[src/rtl/pattern_tx_pkg.sv]
// Shared types and constants for the serial pattern transmitter and the 11011 detector bench.
package pattern_tx_pkg;

  localparam int unsigned PAT_W_DEF = 5;
  localparam logic [PAT_W_DEF-1:0] PAT_11011 = 5'b11011;

  typedef enum logic [1:0] {
    IDLE = 2'd0,
    SEND = 2'd1,
    GAP  = 2'd2
  } state_e;

endpackage

[src/rtl/pattern_tx_shreg.sv]
// Parallel-load shift-left register holding the not-yet-sent pattern bits, with a bit counter.
module pattern_tx_shreg
  import pattern_tx_pkg::*;
#(
  parameter int unsigned          PAT_W   = PAT_W_DEF,
  parameter logic [PAT_W-1:0]     PATTERN = PAT_W'(PAT_11011)
) (
  input  logic clk,
  input  logic rst,
  input  logic load,
  input  logic shift,
  output logic msb,
  output logic last
);

  localparam int unsigned BIT_W = $clog2(PAT_W);

  logic [PAT_W-1:0] sr_q, sr_d;
  logic [BIT_W-1:0] bit_q, bit_d;

  // load consumes the pattern MSB immediately; msb is always the next bit to emit
  always_comb begin
    sr_d  = sr_q;
    bit_d = bit_q;
    if (load) begin
      sr_d  = {PATTERN[PAT_W-2:0], 1'b0};
      bit_d = '0;
    end else if (shift) begin
      sr_d  = {sr_q[PAT_W-2:0], 1'b0};
      bit_d = bit_q + BIT_W'(1);
    end
  end

  always_ff @(posedge clk) begin
    if (rst) begin
      sr_q  <= '0;
      bit_q <= '0;
    end else begin
      sr_q  <= sr_d;
      bit_q <= bit_d;
    end
  end

  assign msb  = sr_q[PAT_W-1];
  assign last = (bit_q == BIT_W'(PAT_W - 1));

endmodule

[src/rtl/pattern_tx.sv]
// Serial pattern transmitter: repeated MSB-first pattern copies separated by zero gaps.
module pattern_tx
  import pattern_tx_pkg::*;
#(
  parameter int unsigned      PAT_W   = PAT_W_DEF,
  parameter logic [PAT_W-1:0] PATTERN = PAT_W'(PAT_11011),
  parameter int unsigned      CNT_W   = 4,
  parameter int unsigned      GAP_W   = 4
) (
  input  logic             clk,
  input  logic             rst,
  input  logic             start,
  input  logic [CNT_W-1:0] repeat_n,
  input  logic [GAP_W-1:0] gap,
  output logic             out,
  output logic             valid,
  output logic             busy,
  output logic             done
);

  state_e           state_q, state_d;
  logic [CNT_W-1:0] copies_q, copies_d;
  logic [GAP_W-1:0] gap_len_q, gap_len_d;
  logic [GAP_W-1:0] gap_cnt_q, gap_cnt_d;
  logic             out_q, out_d;
  logic             valid_q, valid_d;
  logic             busy_q, busy_d;
  logic             done_q, done_d;
  logic             load, shift, msb, last;

  pattern_tx_shreg #(
    .PAT_W   (PAT_W),
    .PATTERN (PATTERN)
  ) u_shreg (
    .clk   (clk),
    .rst   (rst),
    .load  (load),
    .shift (shift),
    .msb   (msb),
    .last  (last)
  );

  // Next state and next registered outputs
  always_comb begin
    state_d   = state_q;
    copies_d  = copies_q;
    gap_len_d = gap_len_q;
    gap_cnt_d = gap_cnt_q;
    out_d     = 1'b0;
    valid_d   = 1'b0;
    busy_d    = 1'b0;
    done_d    = 1'b0;
    load      = 1'b0;
    shift     = 1'b0;
    unique case (state_q)
      IDLE: begin
        if (start) begin
          copies_d  = (repeat_n == '0) ? CNT_W'(1) : repeat_n;
          gap_len_d = gap;
          load      = 1'b1;
          out_d     = PATTERN[PAT_W-1];
          valid_d   = 1'b1;
          busy_d    = 1'b1;
          // a restart in the done cycle keeps done visible alongside busy
          done_d    = done_q;
          state_d   = SEND;
        end
      end
      SEND: begin
        valid_d = 1'b1;
        busy_d  = 1'b1;
        if (!last) begin
          shift = 1'b1;
          out_d = msb;
        end else if (copies_q == CNT_W'(1)) begin
          valid_d = 1'b0;
          busy_d  = 1'b0;
          done_d  = 1'b1;
          state_d = IDLE;
        end else begin
          copies_d = copies_q - CNT_W'(1);
          if (gap_len_q != '0) begin
            gap_cnt_d = gap_len_q;
            state_d   = GAP;
          end else begin
            load  = 1'b1;
            out_d = PATTERN[PAT_W-1];
          end
        end
      end
      GAP: begin
        valid_d = 1'b1;
        busy_d  = 1'b1;
        if (gap_cnt_q == GAP_W'(1)) begin
          load    = 1'b1;
          out_d   = PATTERN[PAT_W-1];
          state_d = SEND;
        end else begin
          gap_cnt_d = gap_cnt_q - GAP_W'(1);
        end
      end
      default: state_d = IDLE;
    endcase
  end

  always_ff @(posedge clk) begin
    if (rst) begin
      state_q   <= IDLE;
      copies_q  <= '0;
      gap_len_q <= '0;
      gap_cnt_q <= '0;
      out_q     <= 1'b0;
      valid_q   <= 1'b0;
      busy_q    <= 1'b0;
      done_q    <= 1'b0;
    end else begin
      state_q   <= state_d;
      copies_q  <= copies_d;
      gap_len_q <= gap_len_d;
      gap_cnt_q <= gap_cnt_d;
      out_q     <= out_d;
      valid_q   <= valid_d;
      busy_q    <= busy_d;
      done_q    <= done_d;
    end
  end

  assign out   = out_q;
  assign valid = valid_q;
  assign busy  = busy_q;
  assign done  = done_q;

endmodule

[config.mk]
export PLATFORM = sky130hd
export DESIGN_NAME = pattern_tx
export DESIGN_NICKNAME = d
export VERILOG_FILES = /design/src/rtl/pattern_tx_pkg.sv /design/src/rtl/pattern_tx_shreg.sv /design/src/rtl/pattern_tx.sv
export SDC_FILE = /design/constraint.sdc
export NUM_CORES = 1
export LEC_CHECK = 0
export BUFFER_PORTS_ARGS = -buffer_cell sky130_fd_sc_hd__buf_2
export CAP_MARGIN = 20
export CORE_ASPECT_RATIO = 1.75
export CORE_MARGIN = 3
export CORE_UTILIZATION = 50
export DETAILED_ROUTE_END_ITERATION = 12
export PLACE_DENSITY = 0.68
export SETUP_SLACK_MARGIN = 0.3
export SYNTH_ARGS = -nofsm -noshare
export SYNTH_HDL_FRONTEND = slang
export SYNTH_SLANG_ARGS = --single-unit
[constraint.sdc]
create_clock -name clk -period 2.1 [get_ports clk]
set_input_delay 0.105 -clock clk [delete_from_list [all_inputs] [get_ports clk]]
set_output_delay 0.105 -clock clk [all_outputs]
set_load 0.03 [all_outputs]
; Word-level counts from Yosys, hierarchy flattened
; Index checks and enable logic that the tools add are counted.
[word_totals]
ff_bits = 24
out_inout_bits = 4
elab_cells = 72
inputBits = 11
[classes]
add_sub_neg = 3
reduce_logical = 11
n_eq_ne = 13
n_mux = 35
[ops]
columns = operator, n
row1 = 2-to-1 mux 4 bit, 8
row2 = one-hot mux 4 bit (2 select lines), 2
row3 = "inequality test 2 bit, second input constant", 7
row4 = 2-to-1 mux 1 bit, 13
row5 = 2-to-1 mux 2 bit, 5
row6 = 2-to-1 mux 5 bit, 2
row7 = one-hot mux 1 bit (3 select lines), 3
row8 = "== test 4 x 1 -> 1 bit, second input constant", 2
row9 = AND reduction 4 bit, 2
row10 = "subtractor 4 x 1 -> 4 bit, second input constant", 2
row11 = one-hot mux 2 bit (3 select lines), 1
row12 = nonzero test 2 bit, 3
row13 = AND reduction 5 bit, 1
row14 = zero test 4 bit, 1
row15 = nonzero test 4 bit, 1
row16 = "adder 3 x 1 -> 3 bit, second input constant", 1
row17 = "== test 3 bit, second input constant", 1
row18 = "inequality test 3 bit, second input constant", 1
row19 = "== test 2 x 1 -> 1 bit, second input constant", 1
row20 = "== test 2 bit, second input constant", 1
row21 = zero test 2 bit, 1
row22 = one-hot mux 1 bit (2 select lines), 1
row23 = AND reduction 2 bit, 1
row24 = OR reduction 2 bit, 1

; Longest topological paths before layout
[depth]
word_depth = 6
ltp_mapped = 6
mapped_depth_nobuf = 6

; By module
; A second synthesis with hierarchy kept.
[hier_totals]
cells_unflattened = 151
hier_area_um2 = 1342.5
[modules_own_cells]
columns = module, cells_each, area_per_inst_um2, instances, seq_area_each_um2
row1 = pattern_tx, 121, 1034.7, 1, 340.3
row2 = pattern_tx_shreg, 30, 307.8, 1, 140.1

; Least setup slack after synthesis
; OpenSTA, ideal clock, no wires.
[synth_path]
kind = reg-to-reg
start = register copies_q[1]
end = register gap_cnt_q[2]
stages_incl_launch_ff = 7
slack_ps = 466
synth_period_minus_slack_ps = 1634
required_time_ps = 1974
arrival_ps = 1508
path_buffers = 0
setup_time_ps = 126
cell_sequence = dfxtp_1 inv_1 ha_1 nor3b_2 o32a_4 a2111oi_4 o31ai_2
[synth_via]
elab_chain_cells = 3
[synth_rtl]
columns = element, line
row1 = "start, declared", pattern_tx.sv:22  ; logic [CNT_W-1:0] copies_q, copies_d;
row2 = "start signal, assigned", pattern_tx.sv:118  ; copies_q <= copies_d;
row3 = == test 4 x 1 -> 1 bit, pattern_tx.sv:75  ; end else if (copies_q == CNT_W'(1)) begin
row4 = inequality test 2 bit (no line), n/a
row5 = AND reduction 5 bit (no line), n/a
row6 = "end signal, assigned", pattern_tx.sv:120  ; gap_cnt_q <= gap_cnt_d;
row7 = "end, declared", pattern_tx.sv:24  ; logic [GAP_W-1:0] gap_cnt_q, gap_cnt_d;
; Every way passes these cells.
; A chain may end at the register's enable or synchronous reset.

; Worst setup path in the final report
[layout_path]
start = register u_shreg.bit_q[0]
end = register gap_cnt_q[0]
[layout_via]
elab_chain_cells = 3
[layout_rtl]
columns = element, line
row1 = "start, declared", pattern_tx_shreg.sv:19  ; logic [BIT_W-1:0] bit_q, bit_d;
row2 = "start signal, assigned", pattern_tx_shreg.sv:40  ; bit_q <= bit_d;
row3 = == test 3 bit, pattern_tx_shreg.sv:45  ; assign last = (bit_q == BIT_W'(PAT_W - 1));
row4 = inequality test 2 bit (no line), n/a
row5 = AND reduction 5 bit (no line), n/a
; Every way passes these cells.

==> results.cfg <==
[yosys]
yosysWarnings = 0
async_reset_ff_frac = 0
synth_fp_nets = 166
yosysSeqAreaShare = 0.351
synth-edff-count = 0
synth.cell_area_um2 = 1370
ys_seq_elements = 24
syn_avg_cell_area_um2 = 9.19
ys.flop_type = dfxtp_1
synthDistinctLibCells = 48
synthCells = 149

[detailed_routing]
viasPerCell = 5.87
ant_nets = 0
wl_mm = 2.80
drt_iter0_markers = 46
drc = 0
post_drt_wl_per_cell_um = 15.0
dr_total_vias = 1098
drtPass1Iterations = 4

[setup_path]
arrival_ns = 1.90
r2r_end = gap_cnt_q[0]$_SDFFE_PP0P_
crit_start = u_shreg.bit_q[0]$_SDFFE_PP0N_
r2r_slack_ns = 0.39
rr_worst_depth = 6
path_class = reg2reg
critPathCapture = gap_cnt_q[0]$_SDFFE_PP0P_
required_ns = 2.29
critPathLaunchType = flip-flop
end_kind = flip-flop
r2r-start = u_shreg.bit_q[0]$_SDFFE_PP0N_
cp_max_fo = 4

[layout]
nets = 179
mostFrequentLayoutCell = dfxtp_1
layout-drive-gt1-share = 0.205
final.fill_count = 233
area_delta_synth_final_pct = 8.87
diodes = 0
final_cell_mix = dfxtp_1, nor2_1, a21oi_1, buf_2, nor3_1

[placed_design]
dp_slack_ns = 0.339
gp_congestion = 0.781
port_buffers = 14
dp_hpwl_mm = 2.19

[grt]
gr-total-overflow = 0
track_usage = 0.188
antenna_found_initial = 0
grt_pass1_wl_mm = 4.80
grt_max_degree = 26
first_global_vias = 1123

[clock_tree]
cts_buffers = 3
postCtsHoldBufs = 0
htreeDepth = 1
cts_root_buffer = clkbuf_8
cts_tree = built
cts_sinks = 24
clock_latency_ns = 0.26
path_clk_slew_ns = 0.08
ctsLongestPathBuffers = 2

[power_and_ir_drop]
sw_frac_of_total = 0.282
leakagePower_nw = 0.608
p_int_uw = 747
max-vdd-ir-drop_v = 0.000649
p_seq_frac = 0.494
combPwrFrac = 0.210
power_density_nw_per_um2 = 698
p_switching_uw = 293
clkPwrFrac = 0.296
finalPower_mw = 1.04

[status]
status = finished, final reports clean

[timing]
fmax_ghz = 0.586
hold_violations = 0
worstMarginPinSlew_ns = 0.468
fin_worst_skew_ns = 0.00348
min_period_ns = 1.71
final.setup.tns_ns = 0
relSlewSlack = 0.688
rsz0062_at_grt = false
worst_slack_ns = 0.394
setup_violations = 0
slew_violations = 0
min_period_over_period = 0.812

[floorplanning]
num_rows = 24
initial_core_util = 0.536
dieArea_um2 = 3430
design.core.area_um2 = 2550
num_io_pins = 15
fp.dieH_um = 75.2
die_w_um = 45.6

[worst_hold_path]
hold_path.class = in2reg
min-delay-start = gap[2]
hold_depth = 3

[flow_run]
cap_violations = 0
[final cells by class]
class                   instances  area [µm²]  share of cell area
multi-input cells             108         803               0.539
flip-flops and latches         24         480               0.322
repair buffers                 16        85.1              0.0571
clock buffers                   4        55.1              0.0369
inverters                       9        33.8              0.0227
well taps                      26        32.5              0.0218
[cell families after synthesis]
group                      synth area share
muxes                                0.0658
buffers and inverters                0.0667
xor gates and xnor gates             0.0192
and+or+nand+nor                       0.237
adders and majority gates            0.0548
AOI/OAI and AO/OA                     0.206
DFF                                   0.351
[flip-flops by register name, indices dropped and copies added, names as in the netlist]
signal / count
u_shreg.bit_q: 3
state_q: 2
gap_cnt_q: 4
busy: 1
gap_len_q: 4
copies_q: 4
out: 1
u_shreg.sr_q: 4
done: 1
[power by group through the flow]
stage | clock, mW | combinational, mW | sequential, mW
finish | 0.308 | 0.219 | 0.514
global route | 0.336 | 0.242 | 0.520
CTS | 0.321 | 0.215 | 0.514
detailed placement | 0 | 0.214 | 0.525
global placement | 0 | 0.208 | 0.523
floorplan | 0 | 0.175 | 0.518
[metal layers]
layer / wire, µm / share of wire / vias up / GRT usage
li1: - / - / 558 / -
met1: 1100 / 0.39 / 520 / 0.195
met2: 1570 / 0.56 / 16 / 0.351
met3: 88 / 0.031 / 4 / 0.0383
met4: 46 / 0.016 / 0 / 0.0684
met5: 0 / 0 / - / 0
[critical path, cell delays in order (launching register included)]
cell and delay, ns:
dfxtp_1 0.34, inv_1 0.07, ha_1 0.23, and3_1 0.25, or3_4 0.42, a31o_1 0.19
a21oi_1 0.14
[metrics by stage]
step | cell area, µm² | cells | hold WS (ns) | utilization
2_1_floorplan | 1370 | 149 | 0.252 | -
3_3_place_gp | 1420 | 182 | 0.341 | 0.557
3_5_place_dp | 1420 | 182 | 0.352 | 0.557
4_1_cts | 1480 | 186 | 0.0778 | 0.578
5_1_grt | 1490 | 187 | 0.0974 | 0.584
6_report | 1490 | 187 | 0.0774 | 0.584
[cell usage after synthesis (all sizes together) (2+ instances only)]
| master | number | area, µm² |
|---|---|---|
| a211o | 2 | 17.5 |
| a21oi | 14 | 70.1 |
| a22oi | 2 | 15.0 |
| buf | 6 | 50.0 |
| clkbuf | 2 | 7.51 |
| dfxtp | 24 | 480 |
| ha | 6 | 75.1 |
| inv | 9 | 33.8 |
| mux2i | 9 | 90.1 |
| nand2 | 8 | 32.5 |
| nand2b | 4 | 40.0 |
| nand3 | 3 | 15.0 |
| nand4bb | 2 | 22.5 |
| nor2 | 15 | 58.8 |
| nor2b | 2 | 12.5 |
| nor3 | 12 | 65.1 |
| nor3b | 3 | 27.5 |
| o21ai | 3 | 15.0 |
| o31ai | 2 | 20.0 |
| o32ai | 2 | 25.0 |
| or3 | 2 | 17.5 |
| xnor2 | 2 | 17.5 |
[timing repair]
item | CTS | global route
endpoints found under the setup margin | 0 | 5
setup buffers | 0 | 1
hold endpoints to repair | 0 | 0
gates resized for setup | 0 | 1
[worst min path at each step]
stage	endpoint	slack, ns
after detailed placement	gap_len_q[2]$_SDFFE_PP0N_	0.35
final	gap_len_q[2]$_SDFFE_PP0N_	0.08
after CTS	gap_len_q[2]$_SDFFE_PP0N_	0.08
after floorplan	gap_len_q[0]$_SDFFE_PP0N_	0.25
after global routing	gap_len_q[0]$_SDFFE_PP0N_	0.1
after global placement	gap_len_q[0]$_SDFFE_PP0N_	0.34
Power figures use the tool's default switching activity.
